`src/rtl/freq_meter.sv`:
```
// freq_meter
//   Counts rising edges of a slow asynchronous input (sig_in) over a fixed gate
//   window of GATE_CYCLES clk_50MHz cycles and publishes each result with a
//   one-cycle strobe. With the default 1 s window, freq_count reads in Hz.
//
// Optional feature macro: FREQ_METER_PERIOD_EN
//   defined   : edge-to-edge period measurement (period_cycles / period_valid)
//   undefined : period_cycles and period_valid are tied to 0
//
// Parameters
//   GATE_CYCLES  gate window length in clk_50MHz cycles (>= 2)
//   CNT_W        width of the edge counter and freq_count
//   PER_W        width of period_cycles
//
// Ports
//   clk_50MHz      in   system clock
//   reset_n        in   asynchronous active-low reset
//   en             in   measurement enable (synchronous)
//   sig_in         in   signal under measurement (asynchronous)
//   freq_count     out  edges counted in the last completed window
//   freq_valid     out  one-cycle strobe, freq_count/overflow/no_signal new
//   overflow       out  edge count saturated during the last window
//   no_signal      out  last window contained zero edges
//   period_cycles  out  clocks between the last two detected edges
//   period_valid   out  one-cycle strobe on each period_cycles update
//
// State table
//   state   | meaning
//   IDLE    | counters held at 0, waiting for en
//   MEASURE | gate window running, edges being counted

module freq_meter #(
  parameter int GATE_CYCLES = 50000000,
  parameter int CNT_W       = 26,
  parameter int PER_W       = 26
) (
  input  logic             clk_50MHz,
  input  logic             reset_n,
  input  logic             en,
  input  logic             sig_in,
  output logic [CNT_W-1:0] freq_count,
  output logic             freq_valid,
  output logic             overflow,
  output logic             no_signal,
  output logic [PER_W-1:0] period_cycles,
  output logic             period_valid
);

  localparam int               GATE_W    = $clog2(GATE_CYCLES);
  localparam logic [GATE_W-1:0] GATE_LAST = GATE_W'(GATE_CYCLES - 1);
  localparam logic [CNT_W-1:0]  CNT_MAX   = '1;

  typedef enum logic {
    IDLE    = 1'b0,
    MEASURE = 1'b1
  } state_t;

  state_t state, state_nxt;

  logic s1, s2, s3;
  logic edge_det;

  logic [GATE_W-1:0] gate_cnt, gate_nxt;
  logic [CNT_W-1:0]  edge_cnt, edge_nxt;
  logic              sticky, sticky_nxt;
  logic              publish;

  logic              gate_end;
  logic              cnt_at_max;
  logic              edge_sat;
  logic [CNT_W-1:0]  cnt_final;

  // Two flops resolve metastability; s3 delays s2 for rising-edge detection.
  always_ff @(posedge clk_50MHz or negedge reset_n) begin
    if (!reset_n) begin
      s1 <= 1'b0;
      s2 <= 1'b0;
      s3 <= 1'b0;
    end else begin
      s1 <= sig_in;
      s2 <= s1;
      s3 <= s2;
    end
  end

  assign edge_det = s2 & ~s3;

  assign gate_end   = (state == MEASURE) && (gate_cnt == GATE_LAST);
  assign cnt_at_max = (edge_cnt == CNT_MAX);
  assign edge_sat   = edge_det && cnt_at_max;
  // Count including an edge landing in this cycle, saturating at CNT_MAX.
  assign cnt_final  = (edge_det && !cnt_at_max) ? edge_cnt + 1'b1 : edge_cnt;

  always_ff @(posedge clk_50MHz or negedge reset_n) begin
    if (!reset_n) begin
      state    <= IDLE;
      gate_cnt <= '0;
      edge_cnt <= '0;
      sticky   <= 1'b0;
    end else begin
      state    <= state_nxt;
      gate_cnt <= gate_nxt;
      edge_cnt <= edge_nxt;
      sticky   <= sticky_nxt;
    end
  end

  always_comb begin
    state_nxt  = state;
    gate_nxt   = gate_cnt;
    edge_nxt   = edge_cnt;
    sticky_nxt = sticky;
    publish    = 1'b0;
    case (state)
      IDLE: begin
        gate_nxt   = '0;
        edge_nxt   = '0;
        sticky_nxt = 1'b0;
        if (en) state_nxt = MEASURE;
      end
      MEASURE: begin
        if (gate_end) begin
          // Window completes even if en falls in this cycle; the next
          // window starts with no dead cycle.
          publish    = 1'b1;
          gate_nxt   = '0;
          edge_nxt   = '0;
          sticky_nxt = 1'b0;
          if (!en) state_nxt = IDLE;
        end else if (!en) begin
          state_nxt  = IDLE;
          gate_nxt   = '0;
          edge_nxt   = '0;
          sticky_nxt = 1'b0;
        end else begin
          gate_nxt   = gate_cnt + 1'b1;
          edge_nxt   = cnt_final;
          sticky_nxt = sticky | edge_sat;
        end
      end
      default: begin
        state_nxt = IDLE;
      end
    endcase
  end

  always_ff @(posedge clk_50MHz or negedge reset_n) begin
    if (!reset_n) begin
      freq_count <= '0;
      freq_valid <= 1'b0;
      overflow   <= 1'b0;
      no_signal  <= 1'b0;
    end else begin
      freq_valid <= publish;
      if (publish) begin
        freq_count <= cnt_final;
        overflow   <= sticky | edge_sat;
        no_signal  <= (cnt_final == '0);
      end
    end
  end

`ifdef FREQ_METER_PERIOD_EN
  localparam logic [PER_W-1:0] PER_MAX = '1;

  logic [PER_W-1:0] per_cnt;
  logic             first_seen;
  logic             meas_edge;

  assign meas_edge = (state == MEASURE) && en && edge_det;

  // per_cnt restarts at 1 on an edge so that, at the next edge, it holds
  // the number of clocks between the two.
  always_ff @(posedge clk_50MHz or negedge reset_n) begin
    if (!reset_n) begin
      per_cnt       <= '0;
      first_seen    <= 1'b0;
      period_cycles <= '0;
      period_valid  <= 1'b0;
    end else begin
      period_valid <= 1'b0;
      if (en && (per_cnt != PER_MAX)) per_cnt <= per_cnt + 1'b1;
      if (state != MEASURE) begin
        first_seen <= 1'b0;
      end else if (meas_edge) begin
        per_cnt    <= PER_W'(1);
        first_seen <= 1'b1;
        if (first_seen) begin
          period_cycles <= per_cnt;
          period_valid  <= 1'b1;
        end
      end
    end
  end
`else
  assign period_cycles = '0;
  assign period_valid  = 1'b0;
`endif

endmodule

```
`config.mk`:
```
export PLATFORM = sky130hd
export DESIGN_NAME = freq_meter
export DESIGN_NICKNAME = d
export VERILOG_FILES = /design/src/rtl/freq_meter.sv
export SDC_FILE = /design/constraint.sdc
export NUM_CORES = 1
export LEC_CHECK = 0
export BUFFER_PORTS_ARGS = -buffer_cell sky130_fd_sc_hd__buf_2
export CAP_MARGIN = 10
export CORE_MARGIN = 2
export CORE_UTILIZATION = 40
export CTS_BUF_LIST = sky130_fd_sc_hd__clkbuf_4 sky130_fd_sc_hd__clkbuf_8
export DETAILED_ROUTE_END_ITERATION = 7
export HOLD_SLACK_MARGIN = 0.12
export PLACE_DENSITY_LB_ADDON = 0.3
export SKIP_LAST_GASP = 1
export SLEW_MARGIN = 20
export SYNTH_ARGS = -nofsm -noshare
export SYNTH_HDL_FRONTEND = slang
export SYNTH_SLANG_ARGS = --single-unit
```
`constraint.sdc`:
```
create_clock -name clk_50MHz -period 5.1 [get_ports clk_50MHz]
set_input_delay 0.255 -clock clk_50MHz [delete_from_list [all_inputs] [get_ports clk_50MHz]]
set_output_delay 0.255 -clock clk_50MHz [all_outputs]
set_load 0.01 [all_outputs]
```
==> impl_metrics.py <==
metrics = {
    "floorplanning": {
        "ioPinCount": 60,
        "rows": 38,
        "die_x_um": 108.6,
        "core_area_sq_mm": 0.01075,
        "initial_core_util_pct": 40.74,
        "die-area_sq_mm": 0.01180,
        "die_h_um": 108.6,
    },
    "timing": {
        "drv_slew": 0,
        "setup_tns_ns": 0,
        "worst_pin_slew_ns": 1.029,
        "setup_viol": 0,
        "post-route-min-period_ns": 3.006,
        "slew_headroom_pct": 31.23,
        "rsz0062_at_grt": "no",
        "min_period_over_period_pct": 58.94,
        "finalHoldViolations": 0,
        "hold_ws_ns": 0.3682,
        "setup_slack_ns": 2.094,
        "clock_skew_ns": 0.007067,
        "max_freq_ghz": 0.3327,
    },
    "worst_hold_path": {
        "holdCritPathClass": "register to register",
    },
    "drt": {
        "dr_total_vias": 3212,
        "first_iter_violations": 174,
        "avgRoutedWirePerCell_um": 14.58,
        "antenna_left": 0,
        "drcViolationCount": 0,
        "vias_per_cell": 5.156,
        "dr.pass1.iters": 5,
        "routed_wl_mm": 9.084,
    },
    "worst_setup_path": {
        "worstPathRequired_ns": 5.38,
        "critical_path.max_fanout": 10,
        "cp-start-kind": "register",
        "end_kind": "register",
        "worst-setup-path-type": "register to register",
        "arrival_ns": 3.29,
    },
    "clock_tree": {
        "clkTransAtPathRegs_ns": 0.08,
        "cts_tree": "yes",
        "post-cts-setup-buffer-count": 0,
        "htree_num_levels": 3,
        "root_buffer": "clkbuf_8",
        "clk_path_buf_depth": 2,
        "worstSkewPairLatency_ns": 0.35,
        "cts_sinks": 86,
        "cts_buffers": 9,
    },
    "outcome": {
        "run_status": "completed",
    },
    "logic_synthesis": {
        "synth_edf_count": 0,
        "ys_seq_area_share_pct": 49.16,
        "synth_area_sq_mm": 0.004378,
        "ys.warnings.count": 0,
        "ys_types": 55,
        "async_flop_share_pct": 100.0,
        "synth_cells": 454,
        "yosys_most_used_dff": "dfrtp_1",
        "postSynthAreaPerCell_sq_um": 9.643,
        "ys_seq_elements": 86,
    },
    "grt": {
        "grt_use_total_pct": 16.35,
        "grt_pass1_vias": 3089,
        "grt_pass1_wl_mm": 15.24,
        "gr-total-overflow": 0,
        "grt_max_degree": 87,
        "antenna_found_initial": 0,
    },
    "placed_design": {
        "port_buffers": 32,
        "place_inst": 605,
        "pre_cts_ws_ns": 2.197,
        "placed_cell_area_sq_mm": 0.004489,
        "dpl.hpwl_mm": 6.154,
        "gp_congestion": 0.9008,
    },
    "pwr": {
        "leakagePower_nw": 2.011,
        "powerDensity_mw_per_mm2": 255.9,
        "ir_drop_mv": 0.1973,
        "total_power_mw": 1.208,
    },
    "layout": {
        "area_growth_pct": 7.888,
        "drive_gt1_share_pct": 12.42,
        "fin_area_sq_mm": 0.004723,
        "stdcell_count": 623,
        "fin_util_pct": 43.96,
        "antenna_cells": 0,
        "final_nets": 485,
    },
    "run": {
        "max-cap-violations": 0,
    },
}
cell usage after synthesis (4+ instances only):
cell      number  area, sq um
dfrtp_1       86         2152
nor2_1        69        259.0
nand2_1       42        157.7
buf_4         29        217.7
o21ai_0       28        140.1
xnor2_1       25        219.0
xor2_1        21        183.9
nand4_1       19        118.9
nand3_1       18        90.09
clkbuf_1      12        45.04
and4_1        10        87.58
and3_1         9        56.30
inv_1          7        26.28
nor3_1         6        30.03
or3_1          6        37.54
a21oi_1        5        25.02
nor4_1         4        25.02
area by class of cell:
cell class	instances	area (sq um)
multi-input combinational	339	1973
timing repair buffer	36	203.9
fill	1070	6022
sequential	86	2152
tap	140	175.2
clock buffer	11	145.1
inverter	7	26.28
clock inverter	4	47.55
final timing paths:
check,slack (ns),end,depth (start not counted),start
min in group asynchronous,0.52,freq_count[5],2,reset_n
worst max-delay path,2.09,no_signal,8,edge_cnt[1]
worst max register to register,2.09,no_signal,8,edge_cnt[1]
worst min-delay path,0.37,s2,0,s1
max in group asynchronous,4.05,freq_count[20],2,reset_n
worst min register to register,0.37,s2,0,s1
sequential cells by signal, summed over array words and instances, names as in the netlist:
register    flops
no_signal       1
gate_cnt       26
state           1
overflow        1
s3              1
freq_count     26
freq_valid      1
edge_cnt       26
s1              1
s2              1
sticky          1
worst max-delay path, cell delays in order, from the launching register on:
cell and delay [ns]:
dfrtp_1 0.49, ha_1 0.27, and3_1 0.24, and4_1 0.48, nand3_1 0.29, nor3_2 0.33, o221ai_1 0.14, or4_1 0.55
o21ai_1 0.15
placed cells by master, fill, tap and decap left out, types with 10 or more instances in the layout:
master,n
conb_1,27
nand4_1,19
nor2_1,69
o21ai_0,28
xnor2_1,25
and4_1,10
dfrtp_1,86
buf_2,31
clkbuf_8,10
nand3_1,17
xor2_1,21
nand2_1,42
logic make-up after synthesis:
family                   Yosys count  share of synthesized area, %
adder cells (fa/ha/maj)            2                        0.5715
AND/OR/NAND/NOR                  200                         23.01
other                              1                       0.08566
AO/OA/AOI/OAI                     62                         9.231
flip-flops                        86                         49.16
XOR/XNOR                          46                         9.203
multiplexers                       2                        0.4573
buffers and inverters             55                         8.288
routing by layer:
metal	global-route usage (%)	routed length, um	vias up
met5	0	0	-
met4	3.297	63	0
met3	4.782	450	6
met2	26.83	4382	77
met1	21.65	4187	1553
li1	-	-	1576
timing repair:
item,CTS,global route
resized for setup,0,0
hold buffers,2,1
endpoints found under the hold margin,2,86
report_power, final:
| part | internal, mW | switching, mW |
|---|---|---|
| sequential | 0.684 | 0.00251 |
| combinational | 0.00741 | 0.0362 |
| clock | 0.241 | 0.237 |
(Power assumes the default switching activity.)
